$ cat src/rtl/hazard_control_unit.sv
// Hazard sequencer between IF/ID and ID/EX: load-use stalls, redirect
// flushes, data-memory freezes, and saturating stall/flush counters.
module hazard_control_unit #(
    parameter int LOAD_USE_STALLS = 1,
    parameter int COUNT_WIDTH     = 16
) (
    input  logic                   clk,
    input  logic                   rst,
    input  logic                   exMemReadIn,
    input  logic [4:0]             exRtIn,
    input  logic [4:0]             idRsIn,
    input  logic [4:0]             idRtIn,
    input  logic                   idUsesRtIn,
    input  logic                   exRedirectIn,
    input  logic                   memWaitIn,
    output logic                   pcWriteOut,
    output logic                   ifIdWriteOut,
    output logic                   ifIdFlushOut,
    output logic                   idExBubbleOut,
    output logic                   idExHoldOut,
    output logic [COUNT_WIDTH-1:0] stallCountOut,
    output logic [COUNT_WIDTH-1:0] flushCountOut
);

    typedef enum logic [1:0] {
        NORMAL,
        LU_STALL,
        WAIT
    } state_t;

    localparam logic [2:0] EXTRA = 3'(LOAD_USE_STALLS - 1);
    localparam logic [COUNT_WIDTH-1:0] CNT_MAX = '1;

    state_t     state;
    state_t     stateNext;
    state_t     effState;
    logic [2:0] remaining;
    logic [2:0] remainingNext;
    logic       loadUse;
    logic       redirectApplied;

    assign loadUse = exMemReadIn && (exRtIn != 5'd0) &&
                     ((exRtIn == idRsIn) ||
                      (idUsesRtIn && (exRtIn == idRtIn)));

    // Leaving WAIT behaves exactly like the state it resumes into.
    always_comb begin
        effState = state;
        if (state == WAIT) begin
            effState = (remaining != 3'd0) ? LU_STALL : NORMAL;
        end
    end

    always_comb begin
        pcWriteOut      = 1'b1;
        ifIdWriteOut    = 1'b1;
        ifIdFlushOut    = 1'b0;
        idExBubbleOut   = 1'b0;
        idExHoldOut     = 1'b0;
        redirectApplied = 1'b0;
        stateNext       = effState;
        remainingNext   = remaining;
        if (rst) begin
            pcWriteOut    = 1'b0;
            ifIdWriteOut  = 1'b0;
            ifIdFlushOut  = 1'b1;
            idExBubbleOut = 1'b1;
            stateNext     = NORMAL;
            remainingNext = 3'd0;
        end else if (memWaitIn) begin
            pcWriteOut   = 1'b0;
            ifIdWriteOut = 1'b0;
            idExHoldOut  = 1'b1;
            stateNext    = WAIT;
        end else if (exRedirectIn) begin
            ifIdFlushOut    = 1'b1;
            idExBubbleOut   = 1'b1;
            redirectApplied = 1'b1;
            stateNext       = NORMAL;
            remainingNext   = 3'd0;
        end else begin
            unique case (effState)
                LU_STALL: begin
                    pcWriteOut    = 1'b0;
                    ifIdWriteOut  = 1'b0;
                    idExBubbleOut = 1'b1;
                    remainingNext = remaining - 3'd1;
                    stateNext     = (remaining == 3'd1) ? NORMAL : LU_STALL;
                end
                default: begin
                    stateNext = NORMAL;
                    if (loadUse) begin
                        pcWriteOut    = 1'b0;
                        ifIdWriteOut  = 1'b0;
                        idExBubbleOut = 1'b1;
                        if (EXTRA != 3'd0) begin
                            remainingNext = EXTRA;
                            stateNext     = LU_STALL;
                        end
                    end
                end
            endcase
        end
    end

    always_ff @(posedge clk) begin
        if (rst) begin
            state         <= NORMAL;
            remaining     <= 3'd0;
            stallCountOut <= '0;
            flushCountOut <= '0;
        end else begin
            state     <= stateNext;
            remaining <= remainingNext;
            if (!pcWriteOut && stallCountOut != CNT_MAX) begin
                stallCountOut <= stallCountOut + 1'b1;
            end
            if (redirectApplied && flushCountOut != CNT_MAX) begin
                flushCountOut <= flushCountOut + 1'b1;
            end
        end
    end

endmodule
$ cat config.mk
export PLATFORM = sky130hd
export DESIGN_NAME = hazard_control_unit
export DESIGN_NICKNAME = d
export VERILOG_FILES = /design/src/rtl/hazard_control_unit.sv
export SDC_FILE = /design/constraint.sdc
export NUM_CORES = 1
export LEC_CHECK = 0
export CAP_MARGIN = 20
export CORE_ASPECT_RATIO = 1.4
export CORE_MARGIN = 1
export CORE_UTILIZATION = 43
export CTS_CLUSTER_SIZE = 12
export DETAILED_ROUTE_END_ITERATION = 7
export PLACE_DENSITY = 0.76
export SKIP_CTS_REPAIR_TIMING = 1
export SKIP_LAST_GASP = 1
export SLEW_MARGIN = 20
export SYNTH_ARGS = -nofsm -noshare
export SYNTH_HDL_FRONTEND = slang
export SYNTH_SLANG_ARGS = --single-unit
$ cat constraint.sdc
create_clock -name clk -period 2.25 [get_ports clk]
set_input_delay 0.45 -clock clk [delete_from_list [all_inputs] [get_ports clk]]
set_output_delay 0.45 -clock clk [all_outputs]
set_load 0.02 [all_outputs]
==> results.md <==
## Global route
- antenna violations before repair: 0
- all-layer global routing usage: 20.6%
- maximum number of pins on one net before global-route repair: 25
- wire length of the first global-routing pass: 8000 um
- vias in the first global route: 1944
- total gr overflow: 0

## Timing
- actual slew at the worst max-slew pin: 406 ps
- crit path setup slack, layout: -15.3 ps
- worst slew margin relative to its limit: 72.9%
- final hold violation count: 0
- highest attainable clock frequency: 441 MHz
- unrepaired setup endpoints after global routing: true
- final setup violation count: 1
- shortest period the worst path allows: 2270 ps
- Max Clock Skew: 4.07 ps
- setup_tns: -15.3 ps
- Fin Hold WS: 513 ps
- crit share post-route: 101%
- final-report max-slew violation count: 0

## Synth
- sequential share of the synthesized area: 36.8%
- Synth async-reset ratio: 0%
- Post-Syn Area: 0.00201 mm^2
- Mapped Cells: 231
- top area cells in the synthesized netlist: sky130_fd_sc_hd__dfxtp_1 37%, sky130_fd_sc_hd__xnor2_1 6.1%, sky130_fd_sc_hd__xor2_1 5.7%
- area share of the largest cell type after synthesis: 36.8%
- warnings from Yosys: 0
- flip-flop and latch count after synthesis: 37
- number of library cell types mapped by synthesis: 47
- number of nets in the synthesized netlist: 257
- count of flip-flops with a built-in enable after synthesis: 0
- Post-synth top flop: sky130_fd_sc_hd__dfxtp_1
- count leader, synth: sky130_fd_sc_hd__dfxtp_1
- most frequent cells after synthesis: 37 x sky130_fd_sc_hd__dfxtp_1, 29 x sky130_fd_sc_hd__nor2_1, 19 x sky130_fd_sc_hd__a21oi_1
- syn_area_per_cell: 8.72 um^2
- largest area contributor in the synthesized netlist: sky130_fd_sc_hd__dfxtp_1

## Floorplanning
- Die Area: 0.00497 mm^2
- effective utilization at floorplan: 44.8%
- Core Area: 0.00450 mm^2
- placement row count: 29
- ports placed on the boundary: 58
- chip width: 59.8 um
- die height: 83.0 um

## Drt
- routed via count divided by cell count: 5.37
- Routed WL: 5300 um
- number of detailed-route iterations in the first pass: 4
- post-route ant nets: 0
- post-DR wirelength/cell: 13.7 um
- total DRC errors in the routed layout: 0
- starting DRC count in detailed routing: 121
- count of vias placed by the detailed router: 2082

## Layout
- Antenna Diode Count: 0
- Area Overhead vs Synth: 58.3%
- fill cell total of the finished layout: 376
- area used by sequential logic in the layout: 743 um^2
- Total Nets Final: 351
- Post-Layout Inst Area: 0.00319 mm^2
- layout cells sized above 1: 25.8%
- area taken by multi-input logic gates: 0.00135 mm^2

## Clock tree
- clock latency on the worst-skew pair: 300 ps
- deepest level of the CTS H-tree: 2
- number of clock buffers inserted by TritonCTS: 5
- cell chosen for the clock root: sky130_fd_sc_hd__clkbuf_8
- Clock Tree Buf Depth: 2
- clock tree from TritonCTS: built
- Clock Sink Count: 37
- clock transition at the registers of the reported paths: 70 ps

## Placement
- placed standard-cell area: 0.00286 mm^2
- post-placement setup slack: -759 ps
- number of port buffers: 57
- placer's final routability congestion estimate: 0.810
- DPL Wire Length: 3680 um

## Flow run
- number of violations of the max-capacitance limit: 0

## Hold path
- Min-Delay Path Class: reg2reg

## Power and ir drop
- pwr/cell area: 466 mW/mm^2
- peak supply drop: 0.362 mV
- total power of the final layout: 1490 uW
- leak pwr: 0.00129 uW

## Critical path
- data required time of the worst path: 1800 ps
- Data arrival, critical path: 1820 ps
- crit-path max FO: 2
- critical path capture point type: output port
- Crit Path Category: in2out
- crit start category: primary input

## Outcome
- failing checks: setup timing
- run status: finished with violations

==> cell families (layout without fill, tap and decap cells) <==
kind of cell               after synthesis  after routing  synth area share (%)
AOI/OAI and AO/OA                       49             50                  17.1
xor gates and xnor gates                27             27                  11.7
adders and majority gates                5              5                  3.11
buffers and inverters                   12            106                  2.79
DFF                                     37             37                  36.8
muxes                                    3              3                  1.61
and+or+nand+nor                         98             98                  26.9
==> report_power, final <==
group | switching [uW] | total [uW] | internal, uW
combinational | 94.7 | 208 | 114
clock | 241 | 603 | 361
sequential | 13.2 | 676 | 663
total | 349 | 1490 | 1140
==> cell type report <==
type                    count  share of cell area (%)
flip-flops and latches     37                    23.3
well taps                  62                    2.43
clock buffers               7                    2.71
repair buffers             93                    27.7
clock inverters             1                   0.942
inverters                   5                   0.589
multi-input cells         183                    42.3
==> metal layers <==
| metal | track usage [%] | share of wire, % | up-vias |
|---|---|---|---|
| met5 | 0 | 0 | - |
| met4 | 8.03 | 1.9 | 0 |
| met3 | 4.21 | 3.4 | 11 |
| met2 | 38.1 | 55 | 53 |
| met1 | 21.4 | 40 | 1000 |
| li1 | - | - | 1018 |
==> critical path: stages <==
cell and delay [ps]:
sky130_fd_sc_hd__dlymetal6s2s_1 130, sky130_fd_sc_hd__or4_4 510, sky130_fd_sc_hd__o21ai_2 160, sky130_fd_sc_hd__nand2b_4 130, sky130_fd_sc_hd__a21oi_1 60, sky130_fd_sc_hd__or2_4 240
sky130_fd_sc_hd__buf_6 130
==> worst paths after layout <==
kind | start | end | slack [ps] | cells after the start
worst max register to register | remaining[1]$_SDFFE_PP0P_ | stallCountOut[15]$_SDFFE_PP0P_ | 10 | 12
worst min register to register | remaining[2]$_SDFFE_PP0P_ | remaining[2]$_SDFFE_PP0P_ | 510 | 2
worst min-delay path | remaining[2]$_SDFFE_PP0P_ | remaining[2]$_SDFFE_PP0P_ | 510 | 2
worst max-delay path | exRtIn[1] | idExBubbleOut | -20 | 7
==> flip-flops by register name, summed over array words and instances, names as in the netlist <==
signal / cells
stallCountOut: 16
flushCountOut: 16
state: 2
remaining: 3
==> metrics by stage <==
stage / utilization (%) / instances
final: 70.9 / 388
after global routing: 70.9 / 388
after CTS: 66.2 / 382
after detailed placement: 63.6 / 374
after global placement: 63.6 / 374
after floorplan: - / 231
==> layout by cell type, fill, tap and decap left out, types with 2 or more instances in the layout <==
cell type / count
sky130_fd_sc_hd__dlymetal6s2s_1: 15
sky130_fd_sc_hd__and3_1: 4
sky130_fd_sc_hd__clkbuf_8: 6
sky130_fd_sc_hd__a211oi_2: 3
sky130_fd_sc_hd__ha_1: 3
sky130_fd_sc_hd__and4_4: 2
sky130_fd_sc_hd__or3_1: 7
sky130_fd_sc_hd__and4_1: 4
sky130_fd_sc_hd__nand2_1: 11
sky130_fd_sc_hd__clkbuf_2: 2
sky130_fd_sc_hd__buf_6: 5
sky130_fd_sc_hd__dfxtp_2: 2
sky130_fd_sc_hd__nor2_1: 28
sky130_fd_sc_hd__and2_1: 2
sky130_fd_sc_hd__xor2_1: 13
sky130_fd_sc_hd__or3_4: 4
sky130_fd_sc_hd__a21oi_1: 13
sky130_fd_sc_hd__nor2b_1: 3
sky130_fd_sc_hd__buf_4: 33
sky130_fd_sc_hd__nand3_1: 11
sky130_fd_sc_hd__a211oi_1: 3
sky130_fd_sc_hd__nand4_1: 9
sky130_fd_sc_hd__a21o_1: 2
sky130_fd_sc_hd__clkdlybuf4s50_1: 38
sky130_fd_sc_hd__ha_4: 2
sky130_fd_sc_hd__inv_1: 4
sky130_fd_sc_hd__a21oi_2: 7
sky130_fd_sc_hd__dfxtp_1: 35
sky130_fd_sc_hd__o21ai_1: 3
sky130_fd_sc_hd__xnor2_1: 14
sky130_fd_sc_hd__o21ai_0: 8
Note: power is estimated with default switching activity, not from simulation.
